==> config.mk <==
export PLATFORM = sky130hd
export DESIGN_NAME = fp32_to_fp16_stream_converter
export DESIGN_NICKNAME = d
export VERILOG_FILES = /design/src/rtl/fp32_to_fp16_stream_converter.sv
export SDC_FILE = /design/constraint.sdc
export NUM_CORES = 1
export LEC_CHECK = 0
export BUFFER_PORTS_ARGS = -buffer_cell sky130_fd_sc_hd__buf_2
export CAP_MARGIN = 20
export CORE_ASPECT_RATIO = 1.2
export CORE_MARGIN = 2
export CORE_UTILIZATION = 50
export CTS_CLUSTER_DIAMETER = 200
export DETAILED_ROUTE_END_ITERATION = 6
export PLACE_DENSITY = 0.75
export SYNTH_ARGS = -nofsm -noshare
export SYNTH_HDL_FRONTEND = slang
export SYNTH_SLANG_ARGS = --single-unit
==> constraint.sdc <==
create_clock -name clk -period 19.4 [get_ports clk]
set_input_delay 1.94 -clock clk [delete_from_list [all_inputs] [get_ports clk]]
set_output_delay 1.94 -clock clk [all_outputs]
set_load 0.005 [all_outputs]
==> src/rtl/fp32_to_fp16_stream_converter.sv <==
`default_nettype none
//==============================================================================
// Module   : fp32_to_fp16_stream_converter
// Brief    : Two-stage valid/ready pipeline that narrows LENGTH lanes of FP32
//            (binary32) to FP16 (binary16) with round-to-nearest-even. It
//            produces per-lane overflow/underflow/inexact flags and saturating
//            overflow/underflow event counters.
// Revision : 1.0 - initial release
//==============================================================================
module fp32_to_fp16_stream_converter #(
    parameter int LENGTH    = 8,
    parameter int CNT_WIDTH = 16
) (
    input  logic                  clk,
    input  logic                  reset,
    input  logic [LENGTH*32-1:0]  data_in,
    input  logic                  valid_in,
    output logic                  ready_in,
    output logic [LENGTH*16-1:0]  data_out,
    output logic                  valid_out,
    input  logic                  ready_out,
    output logic [LENGTH-1:0]     overflow_out,
    output logic [LENGTH-1:0]     underflow_out,
    output logic [LENGTH-1:0]     inexact_out,
    input  logic                  count_clear_in,
    output logic [CNT_WIDTH-1:0]  overflow_count,
    output logic [CNT_WIDTH-1:0]  underflow_count,
    input  logic                  debugen_in
);

    // Lane classification codes, resolved in S1 and consumed in S2
    localparam logic [2:0] c_CLS_NAN  = 3'd0;
    localparam logic [2:0] c_CLS_INF  = 3'd1;
    localparam logic [2:0] c_CLS_ZERO = 3'd2;
    localparam logic [2:0] c_CLS_OVF  = 3'd3;
    localparam logic [2:0] c_CLS_UNF  = 3'd4;
    localparam logic [2:0] c_CLS_NORM = 3'd5;

    // Popcount and counter-sum widths; the sum is wide enough to never wrap
    localparam int c_PC_W  = $clog2(LENGTH + 1);
    localparam int c_SUM_W = CNT_WIDTH + c_PC_W;
    localparam logic [c_SUM_W-1:0] c_CNT_MAX = c_SUM_W'({CNT_WIDTH{1'b1}});

    // Per-lane state carried from S1 to S2 (exp only meaningful for NORM)
    typedef struct packed {
        logic       sign;
        logic [2:0] cls;
        logic [4:0] exp;
        logic [9:0] m10;
        logic       guard;
        logic       sticky;
        logic       nz;
    } lane_t;

    lane_t                 w_s1_lane [LENGTH];
    lane_t                 r_s1_lane [LENGTH];
    logic                  r_s1_valid;
    logic                  r_s2_valid;
    logic                  w_s1_adv;
    logic                  w_s2_adv;
    logic                  w_out_xfer;
    logic [7:0]            w_e32;
    logic [22:0]           w_mant;
    logic [9:0]            w_e16;
    logic [LENGTH*16-1:0]  w_s2_data;
    logic [LENGTH-1:0]     w_s2_ovf;
    logic [LENGTH-1:0]     w_s2_unf;
    logic [LENGTH-1:0]     w_s2_inx;
    logic [10:0]           w_sum;
    logic [4:0]            w_exp_rnd;
    logic                  w_rup;
    logic [LENGTH*16-1:0]  r_data_out;
    logic [LENGTH-1:0]     r_ovf;
    logic [LENGTH-1:0]     r_unf;
    logic [LENGTH-1:0]     r_inx;
    logic [c_PC_W-1:0]     w_ovf_pc;
    logic [c_PC_W-1:0]     w_unf_pc;
    logic [c_SUM_W-1:0]    w_ovf_sum;
    logic [c_SUM_W-1:0]    w_unf_sum;
    logic [CNT_WIDTH-1:0]  r_ovf_count;
    logic [CNT_WIDTH-1:0]  r_unf_count;

    // Stage advance: S2 drains or is empty; S1 moves whenever S2 can take it
    assign w_s2_adv   = !r_s2_valid || ready_out;
    assign w_s1_adv   = !r_s1_valid || w_s2_adv;
    assign w_out_xfer = r_s2_valid && ready_out;

    // S1: unpack each lane, rebias the exponent and classify the value
    always_comb begin
        w_e32  = '0;
        w_mant = '0;
        w_e16  = '0;
        for (int i = 0; i < LENGTH; i++) begin
            w_e32  = data_in[i*32+23 +: 8];
            w_mant = data_in[i*32 +: 23];
            w_e16  = {2'b00, w_e32} - 10'd112;
            w_s1_lane[i]        = '0;
            w_s1_lane[i].sign   = data_in[i*32+31];
            w_s1_lane[i].exp    = w_e16[4:0];
            w_s1_lane[i].m10    = w_mant[22:13];
            w_s1_lane[i].guard  = w_mant[12];
            w_s1_lane[i].sticky = |w_mant[11:0];
            w_s1_lane[i].nz     = |w_mant;
            if (w_e32 == 8'hFF) begin
                w_s1_lane[i].cls = (w_mant != '0) ? c_CLS_NAN : c_CLS_INF;
            end else if (w_e32 == 8'h00) begin
                w_s1_lane[i].cls = c_CLS_ZERO;
            end else if ($signed(w_e16) >= 10'sd31) begin
                w_s1_lane[i].cls = c_CLS_OVF;
            end else if ($signed(w_e16) <= 10'sd0) begin
                w_s1_lane[i].cls = c_CLS_UNF;
            end else begin
                w_s1_lane[i].cls = c_CLS_NORM;
            end
        end
    end

    // S1 register: capture a beat whenever the input handshake completes
    always_ff @(posedge clk or posedge reset) begin
        if (reset) begin
            r_s1_valid <= 1'b0;
            for (int i = 0; i < LENGTH; i++) r_s1_lane[i] <= '0;
        end else if (w_s1_adv) begin
            r_s1_valid <= valid_in;
            if (valid_in) r_s1_lane <= w_s1_lane;
        end
    end

    // S2: round to nearest-even, pack and derive the exception flags
    always_comb begin
        w_s2_data = '0;
        w_s2_ovf  = '0;
        w_s2_unf  = '0;
        w_s2_inx  = '0;
        w_sum     = '0;
        w_exp_rnd = '0;
        w_rup     = 1'b0;
        for (int i = 0; i < LENGTH; i++) begin
            w_s2_data[i*16 +: 16] = {r_s1_lane[i].sign, 15'h0000};
            case (r_s1_lane[i].cls)
                c_CLS_NAN: w_s2_data[i*16 +: 16] = {r_s1_lane[i].sign, 5'h1F, 10'h200};
                c_CLS_INF: w_s2_data[i*16 +: 16] = {r_s1_lane[i].sign, 5'h1F, 10'h000};
                c_CLS_ZERO: w_s2_inx[i] = r_s1_lane[i].nz;
                c_CLS_OVF: begin
                    w_s2_data[i*16 +: 16] = {r_s1_lane[i].sign, 5'h1F, 10'h000};
                    w_s2_ovf[i] = 1'b1;
                    w_s2_inx[i] = 1'b1;
                end
                c_CLS_UNF: begin
                    w_s2_unf[i] = 1'b1;
                    w_s2_inx[i] = 1'b1;
                end
                default: begin
                    // A mantissa carry bumps the exponent; reaching 31 means inf
                    w_rup     = r_s1_lane[i].guard & (r_s1_lane[i].sticky | r_s1_lane[i].m10[0]);
                    w_sum     = {1'b0, r_s1_lane[i].m10} + {10'd0, w_rup};
                    w_exp_rnd = r_s1_lane[i].exp + {4'd0, w_sum[10]};
                    w_s2_inx[i] = r_s1_lane[i].guard | r_s1_lane[i].sticky;
                    if (w_exp_rnd == 5'h1F) begin
                        w_s2_data[i*16 +: 16] = {r_s1_lane[i].sign, 5'h1F, 10'h000};
                        w_s2_ovf[i] = 1'b1;
                    end else begin
                        w_s2_data[i*16 +: 16] = {r_s1_lane[i].sign, w_exp_rnd, w_sum[9:0]};
                    end
                end
            endcase
        end
    end

    // S2 register: outputs only change when the slot is free or draining
    always_ff @(posedge clk or posedge reset) begin
        if (reset) begin
            r_s2_valid <= 1'b0;
            r_data_out <= '0;
            r_ovf      <= '0;
            r_unf      <= '0;
            r_inx      <= '0;
        end else if (w_s2_adv) begin
            r_s2_valid <= r_s1_valid;
            if (r_s1_valid) begin
                r_data_out <= w_s2_data;
                r_ovf      <= w_s2_ovf;
                r_unf      <= w_s2_unf;
                r_inx      <= w_s2_inx;
            end
        end
    end

    // Flag popcounts of the beat currently presented downstream
    always_comb begin
        w_ovf_pc = '0;
        w_unf_pc = '0;
        for (int i = 0; i < LENGTH; i++) begin
            w_ovf_pc = w_ovf_pc + c_PC_W'(r_ovf[i]);
            w_unf_pc = w_unf_pc + c_PC_W'(r_unf[i]);
        end
    end

    assign w_ovf_sum = c_SUM_W'(r_ovf_count) + c_SUM_W'(w_ovf_pc);
    assign w_unf_sum = c_SUM_W'(r_unf_count) + c_SUM_W'(w_unf_pc);

    // Event counters: clear wins over increment, increments saturate
    always_ff @(posedge clk or posedge reset) begin
        if (reset) begin
            r_ovf_count <= '0;
            r_unf_count <= '0;
        end else if (count_clear_in) begin
            r_ovf_count <= '0;
            r_unf_count <= '0;
        end else if (w_out_xfer) begin
            r_ovf_count <= (w_ovf_sum > c_CNT_MAX) ? {CNT_WIDTH{1'b1}} : w_ovf_sum[CNT_WIDTH-1:0];
            r_unf_count <= (w_unf_sum > c_CNT_MAX) ? {CNT_WIDTH{1'b1}} : w_unf_sum[CNT_WIDTH-1:0];
        end
    end

    assign ready_in        = w_s1_adv;
    assign valid_out       = r_s2_valid;
    assign data_out        = r_data_out;
    assign overflow_out    = r_ovf;
    assign underflow_out   = r_unf;
    assign inexact_out     = r_inx;
    assign overflow_count  = r_ovf_count;
    assign underflow_count = r_unf_count;

`ifndef SYNTHESIS
    logic [LENGTH*32-1:0] r_s1_raw;
    logic [LENGTH*32-1:0] r_s2_raw;

    // Shadow of the raw input beat so the trace can show source and result
    always_ff @(posedge clk or posedge reset) begin
        if (reset) begin
            r_s1_raw <= '0;
            r_s2_raw <= '0;
        end else begin
            if (w_s1_adv && valid_in) r_s1_raw <= data_in;
            if (w_s2_adv && r_s1_valid) r_s2_raw <= r_s1_raw;
        end
    end

    // Trace of every beat accepted downstream when debug is enabled
    always_ff @(posedge clk) begin
        if (!reset && debugen_in && w_out_xfer)
            $write("%m: in=%h out=%h ovf=%b unf=%b inx=%b\n",
                   r_s2_raw, r_data_out, r_ovf, r_unf, r_inx);
    end
`endif

endmodule
`default_nettype wire

==> flow_summary.ini, run 1 <==
[synthesis]
synth_top_area_share_pct = 48.44
async_flop_share_pct = 100.0
synth_edf_count = 0
synth_xor_xnor_area_share_pct = 4.402
synthSimpleGateAreaFrac_pct = 25.01
synth_cell_types = 73
synthMuxAreaShare_pct = 0.06021
synth_compound_area_share_pct = 13.38
seq_area_frac_synth_pct = 48.44
synth.ff_latch_count = 362
synthCells = 2095
synth_top_family_by_area = simple AND/OR/NAND/NOR gates
synth.area.top_cells = dfrtp_1 (48%), nand2_1 (12%), ha_1 (4.5%)
synthAdderAreaFrac_pct = 5.553
syn_nets = 2434
yosys_warnings = 0
syn_area_per_cell_um2 = 8.927
synthFlopType = dfrtp_1
yosysTopAreaCell = dfrtp_1
syn_area_mm2 = 0.01870

[detailed_routing]
ant_nets = 0
via_per_inst = 5.622
drt-total-wl_mm = 52.07
dr.pass1.iters = 6
drc = 0
wire_per_inst_um = 17.31
drt-initial-drc-count = 892
num_vias = 16910

[worst_setup_path]
crit_fanout = 4
cp.arrival_ns = 2.54
crit_buf_inv = 2
path_cells = buf_2 > nand3b_1 > buf_2
cpPeakStageDelay_ns = 0.27
slowest_stage = nand3b_1
end_kind = output pin
path_delay_family = buffers and inverters
reg2reg_from = underflow_out[0]
crit_type = in2out
cp-start-kind = input pin
path_common_cell = buf_2
worstPathRequired_ns = 17.46
crit_path_start = ready_out

[sta]
fin_crit_ns = 4.479
setup_viol = 0
clock_skew_ns = 0.008946
tightest_slew_ns = 0.9245
hold_viol_final = 0
rsz0062_at_grt = false
fmax_mhz = 223.3
finalCritPeriodShare_pct = 23.09
fin_setup_tns_ns = 0
relSlewSlack_pct = 38.36
slew_viol_final = 0

[cts]
clk_latency_ns = 0.52
cts_buffer_depth = 3
root_buffer = clkbuf_16
postCtsHoldBufs = 0
cts_tree = yes
clk_pin_slew_worst_paths_ns = 0.06
numCtsBuffers = 38
cts_resized = 0
htreeDepth = 2
post_cts_buffers = 0
clock-sinks = 362

[die]
die_area_mm2 = 0.03897
boundaryPins = 448
die_h_um = 215.9
start_util_pct = 50.68
coreArea_mm2 = 0.03690
row_count = 77
die_w_um = 180.6

[power]
p_int_mw = 1.515
power_leakage_nw = 11.18
p_sw_mw = 0.6640
pwr-share-seq_pct = 44.6
vdd_ir_drop_max_v = 0.00006319
combPwrFrac_pct = 21.4
p_sw_share_pct = 30.47
clkPwrFrac_pct = 34.1
power.density_mw_per_mm2 = 96.35

[layout]
nNetsFinal = 2845
stdcell_count = 3008
syn2layout_area_growth_pct = 20.95
drive_above_1_share_pct = 21.99

[placement]
hpwlAfterDp_mm = 38.16
dpl.cell_count = 2937
globalplace.congestion = 0.9143
port_buffers = 446

[global_routing]
grt_usage_pct = 26.22
grt_pass1_wl_mm = 83.69
antenna_found_initial = 5
grt_max_degree = 141
grt_pass1_vias = 16410
grt-ovfl-total = 0

[hold_path]
holdCritStartpoint = r_s1_lane[175]
hold_class = reg2reg

[run]
drv_cap = 0

[outcome]
run_status = finished clean
sequential cells by signal, summed over array words and instances, names as in the netlist:
name and flops:
underflow_count 16, r_s1_valid 1, overflow_count 16, inexact_out 8, r_s1_lane 176, overflow_out 8
valid_out 1, data_out 128, underflow_out 8
stage by stage:
step                utilization (%)  setup WS [ns]  power, mW  area [um2]  hold slack (ns)
finish                        61.30          14.92      2.179       22620           0.4656
global placement              57.60          14.66      1.430       21260           0.4512
detailed placement            57.60          14.57      1.447       21260           0.4611
floorplan                         -          7.413      1.238       18700           0.4386
CTS                           61.07          14.93      2.195       22530           0.4666
global route                  61.30          14.88      2.300       22620           0.4905
power by group through the flow:
| stage | Combinational [mW] | Sequential [mW] | Clock (mW) |
|---|---|---|---|
| after CTS | 0.468 | 0.969 | 0.757 |
| after floorplan | 0.278 | 0.960 | 0 |
| after global routing | 0.527 | 0.986 | 0.787 |
| after detailed placement | 0.466 | 0.981 | 0 |
| final | 0.466 | 0.971 | 0.742 |
| after global placement | 0.454 | 0.975 | 0 |
layout make-up:
type                       count  area [um2]
fill                        3203       14280
multi-input combinational   1586        9071
sequential                   362        9059
timing repair buffer         458        2382
clock buffer                  58        1180
tap                          474       593.1
inverter                      60       232.7
clock inverter                 9       98.84
antenna                        1       2.502
worst register-to-register path, stage by stage (launching register included):
cell      delay, ns
dfrtp_1        0.43
fa_1           0.55
inv_1          0.07
fa_1           0.50
fa_1           0.45
fa_1           0.40
inv_1          0.08
fa_1           0.26
a211oi_2       0.13
nor3_1         0.25
nand3_1        0.42
and3_1         0.33
nor3_1         0.15
worst paths after layout:
check / to / slack, ns / depth (start not counted)
hold / removal: data_out[15] / 0.47 / 2
min in group asynchronous: data_out[67] / 1.44 / 2
hold reg to reg: data_out[15] / 0.47 / 2
max in group asynchronous: r_s1_lane[141] / 16.11 / 5
setup / recovery: ready_in / 14.92 / 3
setup reg to reg: underflow_count[8] / 15.30 / 12
layer usage:
metal  wire length, um  up-vias  GRT usage [%]
met5                34        -              0
met4              1437        6          8.414
met3              3758      103          5.248
met2             26390      633          46.46
met1             20450     8092          32.04
li1                  -     8076              -
cell families (layout without fill, tap and decap cells):
family | count (synthesis) | in the layout
fa+ha+maj | 77 | 77
compound gates | 384 | 384
mux | 1 | 1
buf+inv | 147 | 585
xor+xnor | 94 | 94
flops | 362 | 362
simple gates | 1030 | 1030
other cells | 0 | 1
cell usage in the layout, fill, tap and decap left out, types with 41 or more instances in the layout:
| cell type | count |
|---|---|
| o21ai_0 | 147 |
| buf_2 | 446 |
| dfrtp_1 | 362 |
| nor2_1 | 105 |
| a21oi_1 | 48 |
| nor4_1 | 50 |
| inv_1 | 59 |
| nand3_1 | 86 |
| xor2_1 | 55 |
| clkbuf_16 | 41 |
| nand2_1 | 610 |
| ha_1 | 67 |
synth_stat cells, drive strengths merged, types with 10 or more instances:
master / n
inv: 60
o31ai: 28
and3: 29
a21oi: 50
nor2: 106
o211ai: 11
nand2b: 10
nand2: 612
buf: 42
xnor2: 39
clkbuf: 45
nor4: 52
ha: 67
a22o: 36
or2: 10
a31oi: 27
xor2: 55
nor3: 41
nand4: 19
o21a: 22
and4: 20
nor3b: 13
fa: 10
nand3: 87
dfrtp: 362
o21ai: 149
No activity file was read; power rests on OpenSTA's default activity.
==> run 2, diff against run 1 <==
==> constraint.sdc (replaced) <==
create_clock -name clk -period 4.42 [get_ports clk]
set_input_delay 0.442 -clock clk [delete_from_list [all_inputs] [get_ports clk]]
set_output_delay 0.442 -clock clk [all_outputs]
set_load 0.005 [all_outputs]
==> run 2 against run 1 <==
Final cell count increased by 0.20%. Largest power group unchanged. Die area stayed put. Clock skew is 0.0038 ns higher. Flip-flop and latch count stayed put. Non-clock buffer count grew 3. Core utilization rose by 0.25 points. Sequential power rose to 4.4 times the previous value. Count of clock-buffer cells in the layout decreased by 4. Critical path type is now reg2reg.
==> flow_summary.ini, run 2 (same netlist as run 1, synthesis figures left out) <==
[outcome]
run_status = finished clean

[layout]
largest_register_ffs = 176
final_cell_mix = nand2_1 (610), buf_2 (446), dfrtp_1 (362)
final_common_cell = nand2_1
syn2layout_area_growth_pct = 21.44
regMostFlops = r_s1_lane
nNetsFinal = 2849
drive_above_1_share_pct = 22.23

[detailed_routing]
dr.pass1.iters = 5
wire_per_inst_um = 17.41
drc = 0
ant_nets = 0
num_vias = 16914
drt-initial-drc-count = 1072
via_per_inst = 5.612
drt-total-wl_mm = 52.48

[sta]
tightest_slew_ns = 0.9809
slew_viol_final = 0
fmax_mhz = 242.4
rsz0062_at_grt = false
hold_viol_final = 0
finalCritPeriodShare_pct = 93.35
fin_crit_ns = 4.126
setup_viol = 0
fin_setup_tns_ns = 0
clock_skew_ns = 0.01272
hold_ws_ns = 0.01481
relSlewSlack_pct = 34.61

[power]
p_sw_mw = 2.963
vdd_ir_drop_max_v = 0.0002784
p_int_mw = 6.761
clkPwrFrac_pct = 34.9
p_sw_share_pct = 30.47
power_leakage_nw = 11.22
power.density_mw_per_mm2 = 428.2
combPwrFrac_pct = 21.2
pwr-share-seq_pct = 43.9

[global_routing]
busiest_layer = met2
grt-ovfl-total = 0
grt_use_met1_pct = 32.66
grt_max_degree = 144
grt_pass1_vias = 16761
antenna_found_initial = 3
grt_util_met2_pct = 46.09
met3_usage_pct = 5.197
grt_pass1_wl_mm = 84.33
grt_usage_pct = 26.53

[placement]
port_buffers = 446
globalplace.congestion = 0.9254
hpwlAfterDp_mm = 38.94

[die]
coreArea_mm2 = 0.03690
row_count = 77
boundaryPins = 448
die_h_um = 215.9
start_util_pct = 50.68
die_area_mm2 = 0.03897
die_w_um = 180.6

[worst_setup_path]
cp-start-kind = register
slowest_stage = fa_1
crit_type = reg2reg
path_delay_family = adder cells
cp.arrival_ns = 4.56
path_cells = fa_1 > inv_1 > fa_1 > fa_1 > fa_1 > inv_1 > fa_1 > a211oi_2 > nor3_1 > nand3_1 > and3_1 > nor3_1
cpPeakStageDelay_ns = 0.54
crit_fanout = 12
crit_buf_inv = 2
worstPathRequired_ns = 4.85
end_kind = register
path_common_cell = fa_1

[hold_path]
hold_class = in2async

[cts]
cts_resized = 0
clk_latency_ns = 0.53
postCtsHoldBufs = 0
htreeDepth = 2
clk_pin_slew_worst_paths_ns = 0.06
cts_tree = yes
clock-sinks = 362
root_buffer = clkbuf_16
post_cts_buffers = 0
cts_buffer_depth = 3
numCtsBuffers = 39

[run]
drv_cap = 0
[run 2: changes by cell type in the layout (fill, tap and decap cells not counted)]
cell,change
buf_12,+6
buf_16,-3
bufinv_16,+2
clkbuf_1,-3
clkbuf_8,-1
clkinv_2,+2
clkinv_4,+1
clkinvlp_4,+2
diode_2,+2
inv_6,-1
inv_8,-1
[run 2: path summary, 6_finish.rpt]
kind | startpoint | to | slack [ns] | cells past startpoint
worst max register to register | underflow_out[0] | underflow_count[8] | 0.29 | 12
min in group clk | data_in[95] | r_s1_lane[131] | 0.09 | 3
max in group asynchronous | reset | data_out[95] | 3.18 | 3
worst max-delay path | underflow_out[0] | underflow_count[8] | 0.29 | 12
worst min-delay path | reset | underflow_count[8] | 0.01 | 2
worst min register to register | r_s1_lane[65] | data_out[95] | 0.47 | 2
[run 2: routing by layer]
layer,vias up,wire (um)
li1,8091,-
met1,8088,20840
met2,623,25980
met3,112,3812
met4,0,1844
met5,-,0
[run 2: layout make-up]
cell class / instances / area [um2]
clock buffers: 54 / 1155
inverters: 60 / 229.0
clock inverters: 14 / 176.4
flip-flops and latches: 362 / 9059
diodes: 3 / 7.507
multi-input cells: 1586 / 9071
fillers: 3186 / 14190
well taps: 474 / 593.1
repair buffers: 461 / 2420
[run 2: worst reg2reg max path: cells and delay by family (launching register included)]
kind	cells	cell delay, ns
adder cells (fa/ha/maj)	5	2.13
AND/OR/NAND/NOR	4	1.21
flip-flops	1	0.41
buffers and inverters	2	0.15
AO/OA/AOI/OAI	1	0.13
[run 2: stage by stage]
| step | area (um2) | cells | utilization, % | power [mW] | setup WS, ns |
|---|---|---|---|---|---|
| after floorplan | 18710 | 2095 | - | 5.435 | -0.8763 |
| after global placement | 21370 | 2943 | 57.92 | 6.295 | 0.4889 |
| after detailed placement | 21370 | 2943 | 57.92 | 6.387 | 0.3318 |
| after CTS | 22700 | 3011 | 61.53 | 9.804 | 0.3079 |
| after global routing | 22710 | 3014 | 61.55 | 10.27 | 0.01871 |
| final | 22710 | 3014 | 61.55 | 9.724 | 0.2938 |
[run 2: power by group through the flow]
stage          registers (mW)  logic [mW]  clock network, mW
2_1_floorplan            4.22        1.22                  0
3_3_place_gp             4.29        2.01                  0
3_5_place_dp             4.31        2.08                  0
4_1_cts                  4.26        2.09               3.46
5_1_grt                  4.33        2.34               3.59
6_report                 4.26        2.06               3.40
==> run 3, diff against run 2 <==
--- a/config.mk
+++ b/config.mk
@@ -7,7 +7,7 @@
 export LEC_CHECK = 0
 export BUFFER_PORTS_ARGS = -buffer_cell sky130_fd_sc_hd__buf_2
 export CAP_MARGIN = 20
-export CORE_ASPECT_RATIO = 1.2
+export CORE_ASPECT_RATIO = 1.1
 export CORE_MARGIN = 2
 export CORE_UTILIZATION = 50
 export CTS_CLUSTER_DIAMETER = 200
==> run 3 against run 2 <==
Count of clock-buffer cells in the layout down 1. Via count down 0.25%. Sequential power about the same. Clock power about the same. Global-route usage up 0.11 points. Critical path type unchanged. Setup slack better by 0.069 ns. Final cell count up 0.63%. Non-clock buffer count unchanged.
==> flow_summary.ini, run 3 (same netlist as run 1, synthesis figures left out) <==
[worst_setup_path]
cp.arrival_ns = 4.50
crit_cells = 12
crit_fanout = 12
crit_buf_inv = 2
path_delay_family = adder cells
path_cells = fa_1 > inv_1 > fa_1 > fa_1 > fa_1 > inv_1 > fa_1 > a211oi_2 > nor3_1 > nand3_1 > and3_1 > nor3_1
cp-start-kind = register
slowest_stage = fa_1
cpPeakStageDelay_ns = 0.55
end_kind = register
worstPathRequired_ns = 4.86
path_common_cell = fa_1
crit_type = reg2reg
r2r_cells = 12

[placement]
hpwlAfterDp_mm = 38.85
globalplace.congestion = 0.8849
port_buffers = 446

[sta]
tightest_slew_ns = 0.9649
fin_crit_ns = 4.057
slew_viol_final = 0
fmax_mhz = 246.5
hold_ws_ns = 0.09635
finalCritPeriodShare_pct = 91.80
relSlewSlack_pct = 35.67
rsz0062_at_grt = false
setup_viol = 0
fin_setup_tns_ns = 0
hold_viol_final = 0
clock_skew_ns = 0.01432

[layout]
seq_area_mm2 = 0.009059
nNetsFinal = 2849
drive_above_1_share_pct = 22.12
fin_util_pct = 61.37
final_common_cell = nand2_1
largest_register_ffs = 176
final_cell_mix = nand2_1 (610), buf_2 (446), dfrtp_1 (362)
multiInputGateArea_mm2 = 0.009071
nFillCells = 3218
regMostFlops = r_s1_lane
syn2layout_area_growth_pct = 21.53

[cts]
cts_resized = 0
root_buffer = clkbuf_16
postCtsHoldBufs = 0
clock-sinks = 362
htreeDepth = 2
post_cts_buffers = 0
cts_buffer_depth = 3
clk_pin_slew_worst_paths_ns = 0.06
cts_tree = yes
clk_latency_ns = 0.53
numCtsBuffers = 39

[detailed_routing]
ant_nets = 0
wire_per_inst_um = 17.41
num_vias = 16872
drt-initial-drc-count = 1140
via_per_inst = 5.563
drc = 0
drt-total-wl_mm = 52.81
dr.pass1.iters = 5

[global_routing]
grt_usage_pct = 26.64
antenna_found_initial = 1
grt-ovfl-total = 0
grt_pass1_vias = 16764
grt_max_degree = 141
grt_pass1_wl_mm = 83.90

[run]
drv_cap = 0

[power]
vdd_ir_drop_max_v = 0.0003032
power_leakage_nw = 11.21
total_power_mw = 9.709
power.density_mw_per_mm2 = 427.2

[die]
start_util_pct = 50.50
die_w_um = 188.4
die_area_mm2 = 0.03897
coreArea_mm2 = 0.03704
row_count = 74
boundaryPins = 448
die_h_um = 206.8

[outcome]
run_status = finished clean

[hold_path]
hold_class = in2async
-- run 3: cell types whose count changed in the layout (fill, tap and decap cells not counted) --
cell,delta
clkbuf_1,+2
clkinvlp_4,-1
bufinv_16,+1
inv_6,+1
clkinv_2,-1
clkbuf_8,-3
-- run 3: layout make-up --
| class | instances | area share [%] |
|---|---|---|
| clock inverters | 14 | 0.8918 |
| multi-input cells | 1586 | 39.91 |
| inverters | 60 | 1.007 |
| diodes | 3 | 0.03303 |
| flip-flops and latches | 362 | 39.86 |
| clock buffers | 53 | 4.933 |
| repair buffers | 461 | 10.65 |
| well taps | 494 | 2.720 |
-- run 3: power breakdown --
group          internal [mW]  total (mW)  switching (mW)
Clock                   2.07        3.39            1.32
Combinational          0.891        2.06            1.17
Sequential              3.81        4.26           0.453
-- run 3: worst register-to-register path: cells and delay by family (launching register included) --
family | cells | cell delay, ns
AOI/OAI and AO/OA | 1 | 0.13
adders and majority gates | 5 | 2.13
buffers and inverters | 2 | 0.13
and+or+nand+nor | 4 | 1.18
DFF | 1 | 0.41
-- run 3: path summary, 6_finish.rpt --
kind                             startpoint  slack [ns]                  end
setup / recovery           underflow_out[0]        0.36   underflow_count[8]
hold / removal                        reset         0.1  underflow_count[10]
setup reg to reg           underflow_out[0]        0.36   underflow_count[8]
hold reg to reg               data_out[120]        0.47        data_out[120]
max in group asynchronous             reset        3.21        data_out[121]
min in group clk               data_in[255]        0.11        r_s1_lane[21]
-- run 3: stage by stage --
stage	instances	area, um2	setup slack (ns)
after global routing	3031	22720	0.01136
after global placement	2963	21400	0.5027
after detailed placement	2963	21400	0.4316
after CTS	3030	22720	0.3774
after floorplan	2095	18710	-0.8763
final	3033	22730	0.3626
-- run 3: layer usage --
| layer | up-vias | GRT usage, % | wire length (um) | share of wire [%] |
|---|---|---|---|---|
| li1 | 8098 | - | - | - |
| met1 | 8052 | 31.92 | 20870 | 40 |
| met2 | 603 | 46.82 | 26060 | 49 |
| met3 | 119 | 6.255 | 4052 | 7.7 |
| met4 | 0 | 10.32 | 1826 | 3.5 |
| met5 | - | 0 | 0 | 0 |
